===== src/rtl/arbitro_escritura_banco.sv =====
// Round-robin arbiter for the single write port of banco_registro, with a clear sequencer.
// Optional build macro REG0_PROTECT_EN: requester writes to address 0 are acked but suppressed.
module arbitro_escritura_banco #(
    parameter int unsigned N = 6,
    parameter int unsigned W = 6,
    parameter int unsigned R = 4
) (
    input  logic           clk,
    input  logic           rst,
    input  logic [R-1:0]   req,
    input  logic [R*N-1:0] addr_req,
    input  logic [R*W-1:0] data_req,
    output logic [R-1:0]   ack,
    input  logic           clr_start,
    output logic           busy,
    output logic           clr_done,
    output logic           we,
    output logic [N-1:0]   addr_rd,
    output logic [W-1:0]   data_in
);

    localparam int unsigned PW = (R > 1) ? $clog2(R) : 1;

    typedef enum logic [1:0] {StIdle, StClear, StDone} state_e;

    state_e         state_q, state_d;
    logic [N-1:0]   cnt_q, cnt_d;
    logic [PW-1:0]  ptr_q, ptr_d;

    logic [R-1:0]   ack_q, ack_d;
    logic           we_q, we_d;
    logic           busy_q, busy_d;
    logic           done_q, done_d;
    logic [N-1:0]   addr_q, addr_d;
    logic [W-1:0]   data_q, data_d;

    logic [R-1:0]   elig;
    logic           grant_valid;
    logic [PW-1:0]  grant_idx;
    logic [PW-1:0]  ptr_next;
    logic [N-1:0]   grant_addr;
    logic [W-1:0]   grant_data;
    logic           arb_en;
    int unsigned    idx;

    // The requester acked this cycle still holds req, so it is masked out.
    always_comb begin
        elig        = req & ~ack_q;
        grant_valid = 1'b0;
        grant_idx   = '0;
        idx         = 0;
        for (int unsigned i = 0; i < R; i++) begin
            idx = (32'(ptr_q) + i) % R;
            if (!grant_valid && elig[idx[PW-1:0]]) begin
                grant_valid = 1'b1;
                grant_idx   = idx[PW-1:0];
            end
        end
        ptr_next   = (grant_idx == PW'(R - 1)) ? '0 : grant_idx + PW'(1);
        grant_addr = addr_req[grant_idx*N +: N];
        grant_data = data_req[grant_idx*W +: W];
    end

    assign arb_en = ((state_q == StIdle) && !clr_start) || (state_q == StDone);

    // State register (all outputs are registered alongside it).
    always_ff @(posedge clk or posedge rst) begin
        if (rst) begin
            state_q <= StIdle;
            cnt_q   <= '0;
            ptr_q   <= '0;
            ack_q   <= '0;
            we_q    <= 1'b0;
            busy_q  <= 1'b0;
            done_q  <= 1'b0;
            addr_q  <= '0;
            data_q  <= '0;
        end else begin
            state_q <= state_d;
            cnt_q   <= cnt_d;
            ptr_q   <= ptr_d;
            ack_q   <= ack_d;
            we_q    <= we_d;
            busy_q  <= busy_d;
            done_q  <= done_d;
            addr_q  <= addr_d;
            data_q  <= data_d;
        end
    end

    // Next-state logic; cnt_q is the address currently on the port during StClear.
    always_comb begin
        state_d = state_q;
        cnt_d   = cnt_q;
        ptr_d   = ptr_q;
        unique case (state_q)
            StIdle: begin
                if (clr_start) begin
                    state_d = StClear;
                    cnt_d   = '0;
                end
            end
            StClear: begin
                if (cnt_q == '1) begin
                    state_d = StDone;
                    cnt_d   = '0;
                end else begin
                    cnt_d = cnt_q + N'(1);
                end
            end
            StDone: state_d = StIdle;
            default: state_d = StIdle;
        endcase
        if (arb_en && grant_valid) begin
            ptr_d = ptr_next;
        end
    end

    // Output logic: values presented on the port in the next cycle.
    always_comb begin
        ack_d  = '0;
        we_d   = 1'b0;
        busy_d = 1'b0;
        done_d = 1'b0;
        addr_d = '0;
        data_d = '0;
        unique case (state_q)
            StIdle: begin
                if (clr_start) begin
                    we_d   = 1'b1;
                    busy_d = 1'b1;
                end
            end
            StClear: begin
                if (cnt_q == '1) begin
                    done_d = 1'b1;
                end else begin
                    we_d   = 1'b1;
                    busy_d = 1'b1;
                    addr_d = cnt_q + N'(1);
                end
            end
            default: ;
        endcase
        if (arb_en && grant_valid) begin
            ack_d[grant_idx] = 1'b1;
            addr_d           = grant_addr;
            data_d           = grant_data;
`ifdef REG0_PROTECT_EN
            we_d             = (grant_addr != '0);
`else
            we_d             = 1'b1;
`endif
        end
    end

    assign ack      = ack_q;
    assign we       = we_q;
    assign busy     = busy_q;
    assign clr_done = done_q;
    assign addr_rd  = addr_q;
    assign data_in  = data_q;

endmodule


===== config.mk =====
export PLATFORM = sky130hd
export DESIGN_NAME = arbitro_escritura_banco
export DESIGN_NICKNAME = d
export VERILOG_FILES = /design/src/rtl/arbitro_escritura_banco.sv
export SDC_FILE = /design/constraint.sdc
export NUM_CORES = 1
export LEC_CHECK = 0
export CAP_MARGIN = 10
export CORE_ASPECT_RATIO = 1.1
export CORE_MARGIN = 8
export CORE_UTILIZATION = 40
export CTS_BUF_LIST = sky130_fd_sc_hd__clkbuf_2 sky130_fd_sc_hd__clkbuf_4 sky130_fd_sc_hd__clkbuf_8
export CTS_CLUSTER_SIZE = 30
export DETAILED_ROUTE_END_ITERATION = 16
export GPL_TIMING_DRIVEN = 0
export PLACE_DENSITY_LB_ADDON = 0.3
export RECOVER_POWER = 25
export SYNTH_ARGS = -nofsm -noshare
export SYNTH_HDL_FRONTEND = slang
export SYNTH_SLANG_ARGS = --single-unit

===== constraint.sdc =====
create_clock -name clk -period 3.3 [get_ports clk]
set_input_delay 0.99 -clock clk [delete_from_list [all_inputs] [get_ports clk]]
set_output_delay 0.99 -clock clk [all_outputs]
set_load 0.02 [all_outputs]

==> results by group <==
Status
  • Outcome: complete, no violations

CTS
  • Hold buffer count at CTS: 0
  • Num CTS Buffers: 5
  • Clk_lat worst skew: 280 ps
  • CTS H-tree lvls: 2
  • CTS root buffer: clkbuf_8
  • Clock Sinks: 29
  • Post_cts resized: 0
  • CTS Buffer Depth: 2
  • Postcts setup bufs: 0
  • Clk slew on worst S/H paths: ~60 ps
  • CTS tree: built

Timing
  • RSZ-0062 raised after global routing: false
  • Pins over their slew limit: 0
  • Clock skew: 6.20 ps
  • Setup TNS: 0 ps
  • Final Critical Period: around 2600 ps
  • Final hold viol count: 0
  • Worst slew pin tran: 888 ps
  • Period utilisation layout: 80.2%
  • WHS: 517 ps
  • Slew headroom: about two fifths
  • # setup viols final: 0
  • Fmax: 378 MHz

GRT
  • Grt total ovfl: 0
  • Total Routing Usage GR: 14.9%
  • Initial antenna violation count: 0
  • Vias in the first global route: 1649
  • First-pass GRT wire length: about 7.9 mm
  • Largest net degree at the start of global routing: 30

Flow run
  • Max-cap violations: 0

Power
  • Leak: 1.10 nW
  • Pwr dens: between 500 and 600 nW/um^2
  • Peak VDD IR: 0.000320 V
  • Overall power: 1.53 mW

Floorplanning
  • # rows: 25
  • Die width: 78.1 um
  • Die Footprint: 6590 sq um
  • Die Y: 84.3 um
  • Ports: 74
  • Initial cell density of the core: 40.5%
  • Core Region: 4190 sq um

Placed design
  • Port Buffer Count: 73
  • Placed insts: 293
  • Final HPWL DP: roughly 3.7 mm
  • Routability Congestion: between 0.7 and 0.8

Hold path
  • Start point of the worst hold path: cnt_q[1]$_DFFE_PP0P_
  • Worst Hold Depth: 2
  • Hold crit path type: flip-flop to flip-flop
  • Hold EP: cnt_q[1]$_DFFE_PP0P_

Finish
  • Ant. Diodes: 0
  • Non-Filler Instances: 301
  • Fillers: about 380
  • Layout area overhead: 53.4%
  • Layout net count: 307
  • Share of cells above drive strength 1: 10.1%

Synth
  • Share of the synthesized area in the top cell type: 42.7%
  • Area leader, netlist: dfrtp_1
  • Avg Cell Area, Syn: between 10 and 15 sq um
  • Synth warn: 0
  • Synth top area cells: dfrtp_1 (43%), mux2i_1 (7.1%), nand2_1 (6.6%)
  • Post-synth ARST share: 100%
  • Number of synthesized flops with an enable pin: 0
  • Register area share after synthesis: a little over two fifths
  • Ys flop type: dfrtp_1
  • Cells after synthesis: ~170
  • Mapped Area: 1700 sq um
  • Yosys reg bits: 29
  • Unique cell type count in the Yosys netlist: 34
  • Synthesized Nets: 226

Detailed routing
  • Initial DRC Count: 53
  • Residual DRC: 0
  • ANT nets after route: 0
  • WL final: 4.81 mm
  • Avg WL per Cell: 16.0 um
  • Drt via density: 5.09
  • 1st-pass router iterations: 4
  • Via total after detailed routing: 1532

Setup path
  • R2R Setup Slk: 1430 ps
  • Critical Path AT: between 2000 and 3000 ps
  • Crit path required time: 3480 ps
  • RR Endpoint: addr_rd[0]$_DFF_PP0_
  • RR Startpoint: ack[3]$_DFF_PP0_
  • Worst Path Max Fanout: 9
  • Worst reg2reg path depth: 5
  • Critical path class: primary input to flip-flop
  • Crit end category: flip-flop
  • Startpoint Class: primary input
## sequential cells by signal (all words and copies together) (netlist names)
signal and count:
ack 4, addr_rd 6, busy 1, clr_done 1
cnt_q 6, data_in 6, ptr_q 2, state_q 2
we 1
## cells by family after synthesis
kind of cell	synth area share [%]
xor gates and xnor gates	1.55
and+or+nand+nor	17.5
buffers and inverters	6.26
adders and majority gates	3.68
DFF	42.7
muxes	7.07
AOI/OAI and AO/OA	21.2
## worst max path at each step
stage	start	end	slack (ps)
2_1_floorplan	req[3]	ptr_q[1]$_DFFE_PP0P_	1000
3_3_place_gp	req[1]	addr_rd[0]$_DFF_PP0_	360
3_5_place_dp	req[3]	addr_rd[0]$_DFF_PP0_	350
4_1_cts	req[1]	addr_rd[0]$_DFF_PP0_	640
5_1_grt	req[1]	addr_rd[0]$_DFF_PP0_	420
6_report	req[3]	addr_rd[0]$_DFF_PP0_	650
## report_power, final
| part | switching (mW) | total, mW | internal [mW] |
|---|---|---|---|
| Combinational | 0.350 | 0.668 | 0.318 |
| Sequential | 0.0648 | 0.509 | 0.444 |
| Clock | 0.132 | 0.351 | 0.219 |
## area by class of cell
class	instances	area (sq um)	area share, %
multi-input cells	120	866	33.3
well taps	54	67.6	2.59
repair buffers	74	734	28.2
plain buffers	5	61.3	2.35
clock inverters	2	35.0	1.35
flip-flops and latches	29	726	27.9
inverters	12	45.0	1.73
clock buffers	5	68.8	2.64
## cell usage after synthesis (2+ instances only)
| cell | n |
|---|---|
| nand2_1 | 30 |
| dfrtp_1 | 29 |
| a211oi_1 | 12 |
| mux2i_1 | 12 |
| inv_1 | 11 |
| o221ai_1 | 8 |
| o21ai_0 | 6 |
| ha_1 | 5 |
| a21oi_1 | 4 |
| a311oi_1 | 4 |
| and2_1 | 4 |
| nor2_1 | 4 |
| nor2b_1 | 4 |
| a311oi_2 | 3 |
| nand3_1 | 3 |
| nor3_1 | 3 |
| buf_4 | 2 |
| nand2b_1 | 2 |
| nand2b_4 | 2 |
| nor2b_4 | 2 |
| or3_1 | 2 |
| xnor2_1 | 2 |
## metrics by stage
step	setup slack (ps)	cell area (sq um)	util, %
global placement	356	2500	59.6
CTS	640	2600	62.0
finish	652	2600	62.1
global route	421	2600	62.1
floorplan	1000	1700	-
detailed placement	349	2500	59.6
## layout by cell type (no fill, tap or decap), types with 2 or more instances in the layout
cell,count
a211oi_1,12
a21oi_1,4
a311oi_1,4
a311oi_2,3
and2_1,4
buf_4,2
clkbuf_8,5
clkdlybuf4s50_1,72
dfrtp_1,29
ha_1,5
inv_1,11
mux2i_1,12
nand2_1,30
nand2b_1,2
nand2b_4,2
nand3_1,3
nor2_1,4
nor2b_1,4
nor2b_4,2
nor3_1,3
o21ai_0,6
o221ai_1,8
or3_1,2
xnor2_1,2
## critical path, cell delays in order
cell	delay, ps
clkdlybuf4s50_1	450
nor2b_4	210
nor2_1	120
a311oi_2	480
nand2_1	310
o221ai_1	260
## routing by layer
| metal | global-route usage [%] | routed length (um) |
|---|---|---|
| met4 | 4.05 | 57 |
| met5 | 0 | 0 |
| met3 | 6.52 | 386 |
| met2 | 26.2 | 2550 |
| met1 | 15.7 | 1820 |
No activity file was read; power rests on OpenSTA's default activity.
